### src/rtl/alu_ctrl_pkg.sv
// alu_ctrl_pkg: op codes, control words, flag classes and FSM states for the ALU issue stage
package alu_ctrl_pkg;
   typedef enum logic [3:0] {
      OP_MOV, OP_ADD, OP_SUB, OP_OR, OP_NOT, OP_XOR, OP_AND, OP_INC,
      OP_DEC, OP_SLA, OP_SLL, OP_ROL, OP_SRA, OP_SRL, OP_ROR, OP_ILLEGAL
   } op_e;
   typedef enum logic [1:0] {CZ, Z_ONLY, NONE} fclass_e;
   typedef enum logic [1:0] {IDLE, EXEC, DONE} state_e;
   // Encodings are tabulated C0 first; ctrl[i] drives Ctrl{i}, so bit order is reversed.
   function automatic logic [5:0] c0_first(input logic [5:0] s);
      return {s[0], s[1], s[2], s[3], s[4], s[5]};
   endfunction
   localparam logic [5:0] CTRL_MOV = c0_first(6'b000000);
   localparam logic [5:0] CTRL_ADD = c0_first(6'b010010);
   localparam logic [5:0] CTRL_SUB = c0_first(6'b010001);
   localparam logic [5:0] CTRL_OR  = c0_first(6'b001010);
   localparam logic [5:0] CTRL_NOT = c0_first(6'b001100);
   localparam logic [5:0] CTRL_XOR = c0_first(6'b001110);
   localparam logic [5:0] CTRL_AND = c0_first(6'b000110);
   localparam logic [5:0] CTRL_INC = c0_first(6'b011011);
   localparam logic [5:0] CTRL_DEC = c0_first(6'b011000);
   localparam logic [5:0] CTRL_SLA = c0_first(6'b100100);
   localparam logic [5:0] CTRL_SLL = c0_first(6'b100000);
   localparam logic [5:0] CTRL_ROL = c0_first(6'b100010);
   localparam logic [5:0] CTRL_SRA = c0_first(6'b101100);
   localparam logic [5:0] CTRL_SRL = c0_first(6'b101000);
   localparam logic [5:0] CTRL_ROR = c0_first(6'b101010);
endpackage

### src/rtl/alu_op_issue_if.sv
// alu_op_issue_if: op handshake, ALU flag feedback and decoder control lines
interface alu_op_issue_if;
   logic       op_valid;
   logic       op_ready;
   logic [3:0] op_code;
   logic [3:0] shamt;
   logic       alu_cout;
   logic       alu_zero;
   logic [5:0] ctrl;
   logic       c_flag;
   logic       z_flag;
   logic       alu_we;
   logic       done;
   logic       err;
   modport master (
      output op_valid, op_code, shamt, alu_cout, alu_zero,
      input  op_ready, ctrl, c_flag, z_flag, alu_we, done, err
   );
   modport slave (
      input  op_valid, op_code, shamt, alu_cout, alu_zero,
      output op_ready, ctrl, c_flag, z_flag, alu_we, done, err
   );
endinterface

### src/rtl/alu_op_encode.sv
// alu_op_encode: combinational op_code decode to control word, legality, shift flag and flag class
module alu_op_encode
   import alu_ctrl_pkg::*;
(
   input  op_e         op_code,
   output logic [5:0]  ctrl,
   output logic        legal,
   output logic        is_shift,
   output fclass_e     fclass
);
   // control word lookup; illegal codes decode to the idle word
   always_comb begin
      ctrl = CTRL_MOV;
      case (op_code)
         OP_ADD:  ctrl = CTRL_ADD;
         OP_SUB:  ctrl = CTRL_SUB;
         OP_OR:   ctrl = CTRL_OR;
         OP_NOT:  ctrl = CTRL_NOT;
         OP_XOR:  ctrl = CTRL_XOR;
         OP_AND:  ctrl = CTRL_AND;
         OP_INC:  ctrl = CTRL_INC;
         OP_DEC:  ctrl = CTRL_DEC;
         OP_SLA:  ctrl = CTRL_SLA;
         OP_SLL:  ctrl = CTRL_SLL;
         OP_ROL:  ctrl = CTRL_ROL;
         OP_SRA:  ctrl = CTRL_SRA;
         OP_SRL:  ctrl = CTRL_SRL;
         OP_ROR:  ctrl = CTRL_ROR;
         default: ctrl = CTRL_MOV;
      endcase
   end
   assign legal    = op_code != OP_ILLEGAL;
   assign is_shift = op_code inside {[OP_SLA:OP_ROR]};
   assign fclass   = (is_shift || op_code inside {OP_ADD, OP_SUB, OP_INC, OP_DEC}) ? CZ :
                     op_code inside {OP_OR, OP_NOT, OP_XOR, OP_AND} ? Z_ONLY : NONE;
endmodule

### src/rtl/alu_op_issue.sv
// alu_op_issue: issues one ALU op per handshake, repeats shift passes and owns the C/Z flags
module alu_op_issue
   import alu_ctrl_pkg::*;
(
   input logic          clk,
   input logic          rst,
   alu_op_issue_if.slave bus
);
   state_e     state, state_d;
   logic [3:0] n;
   logic [5:0] ctrl_q, ctrl_dec;
   fclass_e    fc_q, fc_dec;
   logic       err_q, legal, is_shift, c_q, z_q;
   alu_op_encode u_enc (
      .op_code  (op_e'(bus.op_code)),
      .ctrl     (ctrl_dec),
      .legal    (legal),
      .is_shift (is_shift),
      .fclass   (fc_dec)
   );
   // next state and outputs, decoded from registered state only
   always_comb begin
      state_d      = state == IDLE ? (bus.op_valid ? (legal ? EXEC : DONE) : IDLE) :
                     state == EXEC ? (n == 4'd1 ? DONE : EXEC) : IDLE;
      bus.op_ready = state == IDLE;
      bus.alu_we   = state == EXEC;
      bus.done     = state == DONE;
      bus.err      = state == DONE && err_q;
      bus.ctrl     = state == EXEC ? ctrl_q : CTRL_MOV;
      bus.c_flag   = c_q;
      bus.z_flag   = z_q;
   end
   // state, op latch at acceptance, pass countdown and per-pass flag capture
   always_ff @(posedge clk) begin
      if (rst) begin
         state  <= IDLE;
         n      <= '0;
         ctrl_q <= '0;
         fc_q   <= NONE;
         err_q  <= 1'b0;
         c_q    <= 1'b0;
         z_q    <= 1'b0;
      end else begin
         state <= state_d;
         if (state == IDLE && bus.op_valid) begin
            n      <= (is_shift && bus.shamt != 4'd0) ? bus.shamt : 4'd1;
            ctrl_q <= ctrl_dec;
            fc_q   <= fc_dec;
            err_q  <= !legal;
         end
         if (state == EXEC) begin
            n   <= n - 4'd1;
            c_q <= fc_q == CZ ? bus.alu_cout : c_q;
            z_q <= fc_q != NONE ? bus.alu_zero : z_q;
         end
      end
   end
endmodule

### src/flat_wrapper.sv
// flat-port wrapper written by rule: the top's interface ports become plain ports
module alu_op_issue_flat import alu_ctrl_pkg::*;
  (clk, rst, bus_op_valid, bus_op_code, bus_shamt, bus_alu_cout, bus_alu_zero, bus_op_ready, bus_ctrl, bus_c_flag, bus_z_flag, bus_alu_we, bus_done, bus_err);
  alu_op_issue_if bus_i ();
  input logic clk;
  input logic rst;
  input wire logic [$bits(bus_i.op_valid)-1:0] bus_op_valid;
  input wire logic [$bits(bus_i.op_code)-1:0] bus_op_code;
  input wire logic [$bits(bus_i.shamt)-1:0] bus_shamt;
  input wire logic [$bits(bus_i.alu_cout)-1:0] bus_alu_cout;
  input wire logic [$bits(bus_i.alu_zero)-1:0] bus_alu_zero;
  output wire logic [$bits(bus_i.op_ready)-1:0] bus_op_ready;
  output wire logic [$bits(bus_i.ctrl)-1:0] bus_ctrl;
  output wire logic [$bits(bus_i.c_flag)-1:0] bus_c_flag;
  output wire logic [$bits(bus_i.z_flag)-1:0] bus_z_flag;
  output wire logic [$bits(bus_i.alu_we)-1:0] bus_alu_we;
  output wire logic [$bits(bus_i.done)-1:0] bus_done;
  output wire logic [$bits(bus_i.err)-1:0] bus_err;
  assign bus_i.op_valid = bus_op_valid;
  assign bus_i.op_code = bus_op_code;
  assign bus_i.shamt = bus_shamt;
  assign bus_i.alu_cout = bus_alu_cout;
  assign bus_i.alu_zero = bus_alu_zero;
  assign bus_op_ready = bus_i.op_ready;
  assign bus_ctrl = bus_i.ctrl;
  assign bus_c_flag = bus_i.c_flag;
  assign bus_z_flag = bus_i.z_flag;
  assign bus_alu_we = bus_i.alu_we;
  assign bus_done = bus_i.done;
  assign bus_err = bus_i.err;
  alu_op_issue u_core (.clk(clk), .rst(rst), .bus(bus_i));
endmodule
### config.mk
export PLATFORM = sky130hd
export DESIGN_NAME = alu_op_issue_flat
export DESIGN_NICKNAME = d
export VERILOG_FILES = /design/src/rtl/alu_ctrl_pkg.sv /design/src/rtl/alu_op_issue_if.sv /design/src/rtl/alu_op_encode.sv /design/src/rtl/alu_op_issue.sv /design/src/flat_wrapper.sv
export SDC_FILE = /design/constraint.sdc
export NUM_CORES = 1
export LEC_CHECK = 0
export BUFFER_PORTS_ARGS = -buffer_cell sky130_fd_sc_hd__buf_2
export CAP_MARGIN = 10
export CELL_PAD_IN_SITES_DETAIL_PLACEMENT = 1
export CELL_PAD_IN_SITES_GLOBAL_PLACEMENT = 2
export CORE_MARGIN = 1
export CORE_UTILIZATION = 32
export DETAILED_ROUTE_END_ITERATION = 10
export MAX_ROUTING_LAYER = met4
export PLACE_DENSITY = 0.88
export SYNTH_ARGS = -nofsm -noshare
export SYNTH_HDL_FRONTEND = slang
export SYNTH_SLANG_ARGS = --single-unit
### constraint.sdc
create_clock -name clk -period 2.2 [get_ports clk]
set_clock_uncertainty 0.1 [all_clocks]
set_input_delay 0.11 -clock clk [delete_from_list [all_inputs] [get_ports clk]]
set_output_delay 0.11 -clock clk [all_outputs]
set_load 0.02 [all_outputs]
==> results, run 1 <==
- The switching power summed over all nets is between 200 and 250 µW.
- The largest total area in the synthesized netlist belongs to dfxtp_1.
- Final hold analysis gives a worst-case slack of between 0.05 and 0.06 ns.
- The global routing stage identified its most utilized layer as met2.
- At the end of the flow, the number of nets in the layout was 177.
- The final layout contains routed wiring with a total length of around 2600 µm.
- Dividing the detail-routed via count by the number of cells gives 4.98.
- The depth of the worst hold-timing path is 3.
- After detailed routing, the number of remaining DRC violations is 0.
- Of all nets on the critical path, the largest fanout is 10.
- The mean area per synthesized cell is about 8.1 µm².
- Entering global routing, the biggest net connects 16 pins.
- The share of total power dissipated in sequential elements is 0.492.
- After detailed routing, the average wire length per cell comes to 12.9 µm.
- The minimum period implied by the final worst setup slack is 1.84 ns.
- The number of nets handed over by synthesis was 150.
- The synthesized design contains 17 register bits.
- The type of destination of the critical path is a primary output.
- The count of max-cap constraint violations is 0.
- Cell internal power was estimated by the tool at between 400 and 500 µW.
- The CTS H-tree depth is 1.
- At the pin with the least slew margin, the transition time is 0.499 ns.
- The combinational cell fraction of total power is 0.277.
- The count of nets left with antenna violations once routing finished came out at 0.
- Once the clock tree was built, the resizer swapped 0 gates to a different size.
- The critical hold path startpoint is bus_shamt[3].
- Pin placement for this block handled 25 I/O pins.
- The filler cells instantiated in the layout total approximately 400.
- The clock network latency to the later pin of the worst-skew pair is 0.28 ns.
- Setup violations remaining at the end of the flow were counted as 0.
- For this run, global-route usage on met1 was measured as 0.195.
- The worst register-to-register path ends at u_core.bus.z_flag.
- The part of the Yosys area used for sequential elements is 0.323.
- TritonCTS built the clock tree.
- Dividing the final minimum period by the clock period gives 0.836.
- Ranked by total cell area, the synthesized netlist is headed by dfxtp_1 (32%), ha_1 (8.3%), a21oi_1 (6.7%).
- The clock tree root buffer cell is clkbuf_4.
- The data arrival at the endpoint of the critical path is 1.63 ns.
- The worst reg-to-reg path cell count is 5.
- By count the netlist is led by dfxtp_1 (17), nor2_1 (16), a21oi_1 (14), inv_1 (9), nor3_1 (8).
- Clock-pin slew was measured on the worst setup and hold paths at about 0.10 ns.
- The critical path is of the reg -> out type.
- Measured along the x axis, the die boundary spans between 50 and 60 µm.
- The initial standard-cell utilization of the core is 0.342.
- The portion of synthesized cell area occupied by the leading cell type is 0.323.
- In this run, CTS created clock tree buffers numbering 3.
- Setup repair after global routing left no endpoint under its margin.
- The fraction of final layout cells with drive strength greater than 1 is 0.205.
- The floorplan step defined a die boundary enclosing approximately 0.0035 mm².
- The last weighted congestion value of the routability-driven placer is 0.793.
- The number of antenna diodes in the final layout is 0.
- In this run the register-to-register setup slack is roughly 0.60 ns.
- The clock drives 17 sinks.
- Dividing total power by cell area gives a power density of ~580 mW/mm².
- For this run, asynchronously set or reset flops after synthesis account for 0.
- The synthesized design contains 0 enable-type register cells.
- After technology mapping, the gate count stands at 130.
- The worst setup path is launched from a flop.
- The number of warning messages in the yosys log is 0.
- The growth of design area from synthesis to finish is 18.7%.
- The highest clock rate is roughly 540 MHz.
- Summed over all nets, the half-perimeter wirelength after detailed placement is 2030 µm.
- The count of input and output buffers is 24.
- The worst register-to-register path begins at u_core.state[0].
- The fraction of power consumed by the clock network is 0.231.
- Summing over every cut layer, the via total after detailed routing is 995.
- The first-pass GRT wire length is about 4500 µm.
- The cell area after synthesis is 0.00105 mm².
- The core footprint is 0.00308 mm².
- Across the VDD grid, the largest voltage drop is about 0.15 mV.
- The height of the die is 59.3 µm.
- The number of detailed-route iterations in the first pass is 4.
- The routing usage on met2 is 0.308.
- The most used standard cell by instance count after synthesis is dfxtp_1.
- After synthesis, the netlist uses 38 different library cells.
- The number of global-route vias before repair is approximately 1.0k.
- The most used flip-flop cell after synthesis is dfxtp_1.
- In this run the worst hold path is classified as in -> reg.
- After the first detailed-routing iteration, the DRC count stood at 24.
- No sink is reached through more buffers than the 2 on the longest clock path.
- Data on the critical path is required at its endpoint by between 1.5 and 2 ns.
- The flow ran to the end, and the final reports show no timing, DRC or antenna violations.
- The number of pins exceeding their max-slew limit in the final report is 0.
- The total leakage power is between 0.0005 and 0.0006 µW.
- The hold path endpoint is u_core.n[3].
- The overall fraction of global-route tracks in use is 0.169.
- Adding up every negative setup slack in the final design gives 0 ns.
- Of the total power, the share spent switching nets is 0.323.
- The worst max-slew margin expressed relative to the limit is 0.663.
- The final count of hold timing violations is 0.
- The final cell utilization of the core is 0.406.
- The initial antenna violation count is 0.
- The final global-route overflow total is 0.
- The floorplan has 20 rows.
- In the global route stage, met3 resource usage came out at 0.0131.
==> power groups by stage <==
stage / combinational [µW] / sequential (µW) / clock [µW]
finish: 201 / 356 / 167
global route: 227 / 361 / 185
CTS: 205 / 356 / 173
detailed placement: 200 / 364 / 0
global placement: 193 / 362 / 0
floorplan: 152 / 356 / 0
==> layout make-up <==
class | instances | area, µm² | area share
Clock buffer | 4 | 26.3 | 0.0210
Tap cell | 44 | 55.1 | 0.0441
Multi-Input combinational cell | 97 | 632 | 0.506
Sequential cell | 17 | 340 | 0.273
Timing Repair Buffer | 28 | 158 | 0.126
Inverter | 10 | 37.5 | 0.0301
==> state kept, by name (all words and copies together), names as in the netlist <==
register	flops
u_core.state	2
u_core.fc_q	2
u_core.bus.c_flag	1
u_core.n	4
u_core.ctrl_q	6
u_core.bus.z_flag	1
u_core.err_q	1
==> worst max-delay path by stage <==
stage / slack [ns] / depth (start not counted) / from / end
2_1_floorplan: 0.71 / 6 / u_core.state[0] / u_core.bus.z_flag
3_3_place_gp: 0.57 / 7 / bus_op_code[0] / u_core.n[3]
3_5_place_dp: 0.50 / 7 / bus_op_code[0] / u_core.n[3]
4_1_cts: 0.34 / 4 / u_core.state[0] / bus_ctrl[4]
5_1_grt: 0.23 / 4 / u_core.state[0] / bus_ctrl[0]
6_report: 0.36 / 4 / u_core.state[0] / bus_ctrl[4]
==> layer usage <==
metal	share of wire	vias to the layer above
met5	0	-
met4	0.0093	0
met3	0.016	2
met2	0.53	12
met1	0.45	475
li1	-	506
==> cells by family (layout without fill, tap and decap cells) <==
| kind of cell | Yosys count | in the layout | synth area share |
|---|---|---|---|
| fa+ha+maj | 7 | 7 | 0.0832 |
| mux | 4 | 4 | 0.0499 |
| flops | 17 | 17 | 0.323 |
| xor+xnor | 2 | 2 | 0.0166 |
| buf+inv | 16 | 42 | 0.0761 |
| compound gates | 33 | 33 | 0.201 |
| simple gates | 51 | 51 | 0.250 |
==> timing repair <==
| action | in CTS | in global routing |
|---|---|---|
| endpoints found under the hold margin | 3 | 0 |
| hold buffers | 3 | 0 |
| setup buffers | 0 | 0 |
==> worst max-delay path: stages (launching register included) <==
cell and delay, ns:
dfxtp_1 0.50, or2b_2 0.37, clkinv_1 0.16, and2_1 0.15, buf_2 0.16
==> placed cells by master, fill, tap and decap left out, types with 2 or more instances in the layout <==
cell | netlist | layout
nand3_1 | 3 | 3
mux2i_1 | 3 | 3
a211oi_1 | 3 | 3
nor2_1 | 16 | 16
nor3_1 | 8 | 8
o211ai_1 | 2 | 2
dlygate4sd3_1 | 0 | 3
nand2_1 | 7 | 7
a21oi_1 | 14 | 14
xnor2_1 | 2 | 2
and2_1 | 7 | 7
clkbuf_4 | 0 | 3
nand2b_1 | 2 | 2
inv_1 | 9 | 9
ha_1 | 7 | 7
buf_2 | 1 | 24
o21ai_0 | 5 | 5
dfxtp_1 | 17 | 17
==> metrics by stage <==
step / area (µm²) / worst slack (ns) / total power [µW] / instances
6_report: 1250 / 0.360 / 724 / 200
5_1_grt: 1250 / 0.229 / 773 / 200
4_1_cts: 1250 / 0.344 / 735 / 200
3_5_place_dp: 1190 / 0.498 / 564 / 193
3_3_place_gp: 1190 / 0.570 / 555 / 193
2_1_floorplan: 1050 / 0.713 / 508 / 130
(Power assumes the default switching activity.)
==> run 2: changes to the inputs <==
Settings changed: ABC_AREA set to 1, CORE_UTILIZATION 32 to 28, PLACE_DENSITY 0.88 to 0.84.
Clock period 2.2 ns to 1.9 ns, I/O delays scaled along.
==> run 2 against run 1 <==
Effect of this change: hold slack got worse by 0.045 ns; via count grew 17%; first-iteration DRC count unchanged; clock power is 60% higher; count of clock-buffer cells in the layout unchanged; largest cell class unchanged; final area increased by 3.8%; critical endpoint is now bus_alu_we; wire length is 21% higher; cell count is 23% higher; area after synthesis is 6.5% higher; non-clock buffer count fell by 4.
==> results, run 2 <==
- The first-iteration detailed-routing DRC count is 24 (unchanged).
- The layout net count is 218 (was 177).
- The number of vias per cell after detailed routing is 4.76 (was 4.98).
- The maximum buffer depth of the clock tree is 2 (unchanged).
- The first-pass GRT wire length is 5300 µm (was 4450 µm).
- The count of hold buffers inserted by post-cts repair is 0 (was 3).
- The distinct cell type count after synthesis is 26 (was 38).
- The mean area per synthesized cell is 6.41 µm² (was 8.09 µm²).
- Timing would allow up to a little over 600 MHz.
- The number of filler instances in the final layout is 519 (was 399).
- Status: completed (unchanged).
- The initial antenna violation count is 0 (unchanged).
- The register-to-register setup slack is 0.43 ns (was 0.60 ns).
- The routing usage on met2 is 0.311 (was 0.308).
- The required arrival time at the worst endpoint was 1.70 ns (was 1.99 ns).
- The final period utilization is 0.858.
- The clock sink count came to 17 (unchanged).
- The final count of hold timing violations was 0 (unchanged).
- The post-CTS resize count is 0 (unchanged).
- The x dimension of the die is 65.3 µm (was 59.3 µm).
- The core footprint is 0.00374 mm² (was 0.00308 mm²).
- The part of the Yosys area used for sequential elements is 0.304 (was 0.323).
- The maximum fanout count along the critical path is 11 (was 10).
- The register bank with the most flops is u_core.ctrl_q (unchanged).
- The worst path in the final design needs a cycle of between 1.5 and 2 ns, including I/O delays and setup.
- The cell area after placement was 0.00125 mm² (was 0.00119 mm²).
- The count of input and output buffers was 24 (unchanged).
- The number of vias after detailed routing is 1,167 (was 995).
- The register bit count reported by yosys came to 17 (unchanged).
- The clock network latency to the later pin of the worst-skew pair is 0.25 ns (was 0.28 ns).
- Critical-path cell list: nand2_1, inv_1, buf_2 (was or2b_2, clkinv_1, and2_1, buf_2).
- The final cell utilization of the core is 0.346 (was 0.406).
- The most used flip-flop cell after synthesis is dfxtp_1 (unchanged).
- The CTS clock-pin slew for the worst setup and hold paths came to 0.07 ns (was 0.10 ns).
- The clock tree root buffer cell is clkbuf_8 (was clkbuf_4).
- The slowest stage cell on the critical path was dfxtp_1 (unchanged).
- The fraction of final layout cells with drive strength greater than 1 is 0.173 (was 0.205).
- The height of the die is 65.3 µm (was 59.3 µm).
- The least setup slack across all paths after layout is 0.270 ns (was 0.360 ns).
- The xor-xnor portion of the synthesized cell area is 0 (was 0.0166).
- The type of destination of the critical path was a primary output (unchanged).
- The number of flops mapped to enable cells by yosys was 0 (unchanged).
- Commonest cells in the synthesized netlist: nor2_1 (33), nand2_1 (30), inv_1 (24), dfxtp_1 (17), nand3_1 (16) (was dfxtp_1 (17), nor2_1 (16), a21oi_1 (14), inv_1 (9), nor3_1 (8)).
- The CTS H-tree depth is 1 (unchanged).
- The maximum single-stage delay on the critical path is 0.42 ns (was 0.50 ns).
- The number of clock buffers inserted by TritonCTS is 3 (unchanged).
- The setup total negative slack came to 0 ns (unchanged).
- The total leakage power is 0.000632 µW (was 0.000551 µW).
- The number of warning messages in the yosys log came to 0 (unchanged).
- The global routing met3 resource utilization is 0.0208 (was 0.0131).
- The share of cell area taken by muxes after synthesis came to 0 (was 0.0499).
- The worst max-slew margin expressed relative to the limit is 0.579 (was 0.663).
- The count of max-cap constraint violations was 0 (unchanged).
- The final routed DRC violation total was 0 (unchanged).
- The count of final setup violators was 0 (unchanged).
- The post-CTS setup repair buffer count is 0 (unchanged).
- The number of detailed-route iterations in the first pass was 4 (unchanged).
- The power per standard cell area is 724 mW/mm² (was 580 mW/mm²).
- The transition time at the pin with the least slew margin is 0.625 ns (was 0.499 ns).
- The maximum number of pins on one net before global-route repair is 13 (was 16).
- The number of global-route vias before repair is 1,197 (was 1,016).
- The routed length per instance came to 12.8 µm (was 12.9 µm).
- The highest ir drop seen on vdd is 0.300 mV (was 0.146 mV).
- The worst min-delay path category is in -> reg (unchanged).
- The number of nets still failing antenna checks after routing is 0 (unchanged).
- The most used routing layer is met2 (unchanged).
- The data arrival at the endpoint of the critical path is 1.44 ns (was 1.63 ns).
- The clock tree from TritonCTS is built (unchanged).
- The final global-route overflow total is 0 (unchanged).
- The count of inserted antenna diode cells is 0 (unchanged).
- The most used standard cell by instance count after synthesis is nor2_1 (was dfxtp_1).
- The fraction of the mapped netlist area in compound gates is 0.153 (was 0.201).
- The synthesized netlist net count came to 195 (was 150).
- The flip-flop count of the largest register after layout is 6 (unchanged).
- Leading post-synthesis cells by cell area: dfxtp_1 (30%), nor2_1 (11%), nand2_1 (10%) (was dfxtp_1 (32%), ha_1 (8.3%), a21oi_1 (6.7%)).
- The kind of start point of the critical path is a flop (unchanged).
- The type of the setup path with the least slack is reg -> out (unchanged).
- Leading cell types in the layout, fill and taps excluded: nor2_1 (33), nand2_1 (30), inv_1 (24), buf_2 (24), dfxtp_1 (17) (was buf_2 (24), dfxtp_1 (17), nor2_1 (16)).
- The post-synthesis cell count is 175 (was 130).
- The last weighted congestion value of the routability-driven placer is 0.885 (was 0.793).
- The simple-gate portion of the synthesized area is 0.331 (was 0.250).
- Biggest registers after layout: u_core.ctrl_q: 6 flops, u_core.n: 4 flops (unchanged).
- The final cell area excluding filler cells is 0.00130 mm² (was 0.00125 mm²).
- The library cell with the largest summed area after synthesis is dfxtp_1 (unchanged).
- The met1 usage was 0.184 (was 0.195).
- The wire length reported by the detailed router is 3130 µm (was 2570 µm).
- The row count is 22 (was 20).
- The count of placed standard cells in the final layout, fillers left out is 245 (was 200).
- The number of pins exceeding their max-slew limit in the final report is 0 (unchanged).
- The half-perimeter wire length after detailed placement is 2580 µm (was 2030 µm).
- The number of top-level pins came to 25 (unchanged).
- The async set-or-reset flop fraction in the synthesized netlist is 0 (unchanged).
- The cell count after placement is 241 (was 193).
- The initial standard-cell utilization of the core is 0.299 (was 0.342).
- The growth of design area from synthesis to finish came to 15.6% (was 18.7%).
- The overall fraction of global-route tracks in use is 0.166 (was 0.169).
- The post-synthesis share of cell area spent on full adders, half adders and majority gates is 0.0781 (was 0.0832).
- The portion of synthesized cell area occupied by the leading cell type is 0.304 (was 0.323).
- The post-placement worst setup slack is 0.415 ns (was 0.498 ns).
- The area of the die is 0.00426 mm² (was 0.00352 mm²).
- The largest family of logic cells by synthesized area is simple AND/OR/NAND/NOR gates (unchanged).
- The most frequent standard cell in the layout excluding fill and tap cells is nor2_1 (was buf_2).
- The cell area after synthesis is 0.00112 mm² (was 0.00105 mm²).
- Unrepaired setup endpoints after global routing: no (unchanged).
-- run 2: metal layers --
layer | wire [µm] | share of wire
met1 | 1380 | 0.44
met2 | 1660 | 0.53
met3 | 58 | 0.019
met4 | 27 | 0.0086
met5 | 0 | 0
-- run 2: final timing paths --
| path | from | to | cells past startpoint |
|---|---|---|---|
| hold reg to reg | u_core.bus.z_flag | u_core.bus.z_flag | 2 |
| hold / removal | bus_alu_cout | u_core.bus.c_flag | 3 |
| setup / recovery | u_core.state[0] | bus_alu_we | 3 |
| setup reg to reg | u_core.state[0] | u_core.n[3] | 5 |
-- run 2: metrics by stage --
step / power (µW) / hold slack [ns]
after global routing: 1010 / 0.0310
after floorplan: 612 / 0.158
after CTS: 952 / 0.0102
after global placement: 670 / 0.246
after detailed placement: 683 / 0.267
final: 939 / 0.00576
-- run 2: layout make-up --
class                           instances  area (µm²)  share of cell area
Timing Repair Buffer                   24         120              0.0927
Sequential cell                        17         340               0.263
Multi-Input combinational cell        126         631               0.486
Inverter                               26         100              0.0772
Tap cell                               48        60.1              0.0463
Clock buffer                            4        45.0              0.0347
-- run 2: worst max-delay path: cells and delay by family (launching register included) --
kind                   cells  cell delay (ns)
buffers and inverters      2             0.48
flip-flops                 1             0.42
AND/OR/NAND/NOR            1             0.28
-- run 2: logic make-up after synthesis --
| group | after synthesis |
|---|---|
| AO/OA/AOI/OAI | 31 |
| AND/OR/NAND/NOR | 88 |
| buffers and inverters | 32 |
| adder cells (fa/ha/maj) | 7 |
| flip-flops | 17 |
-- run 2: power breakdown --
group / switching [µW] / leakage, µW / internal [µW]
combinational: 173 / 0.000469 / 86.5
clock: 120 / 0.0000228 / 149
sequential: 20.8 / 0.000140 / 390
total: 314 / 0.000632 / 625
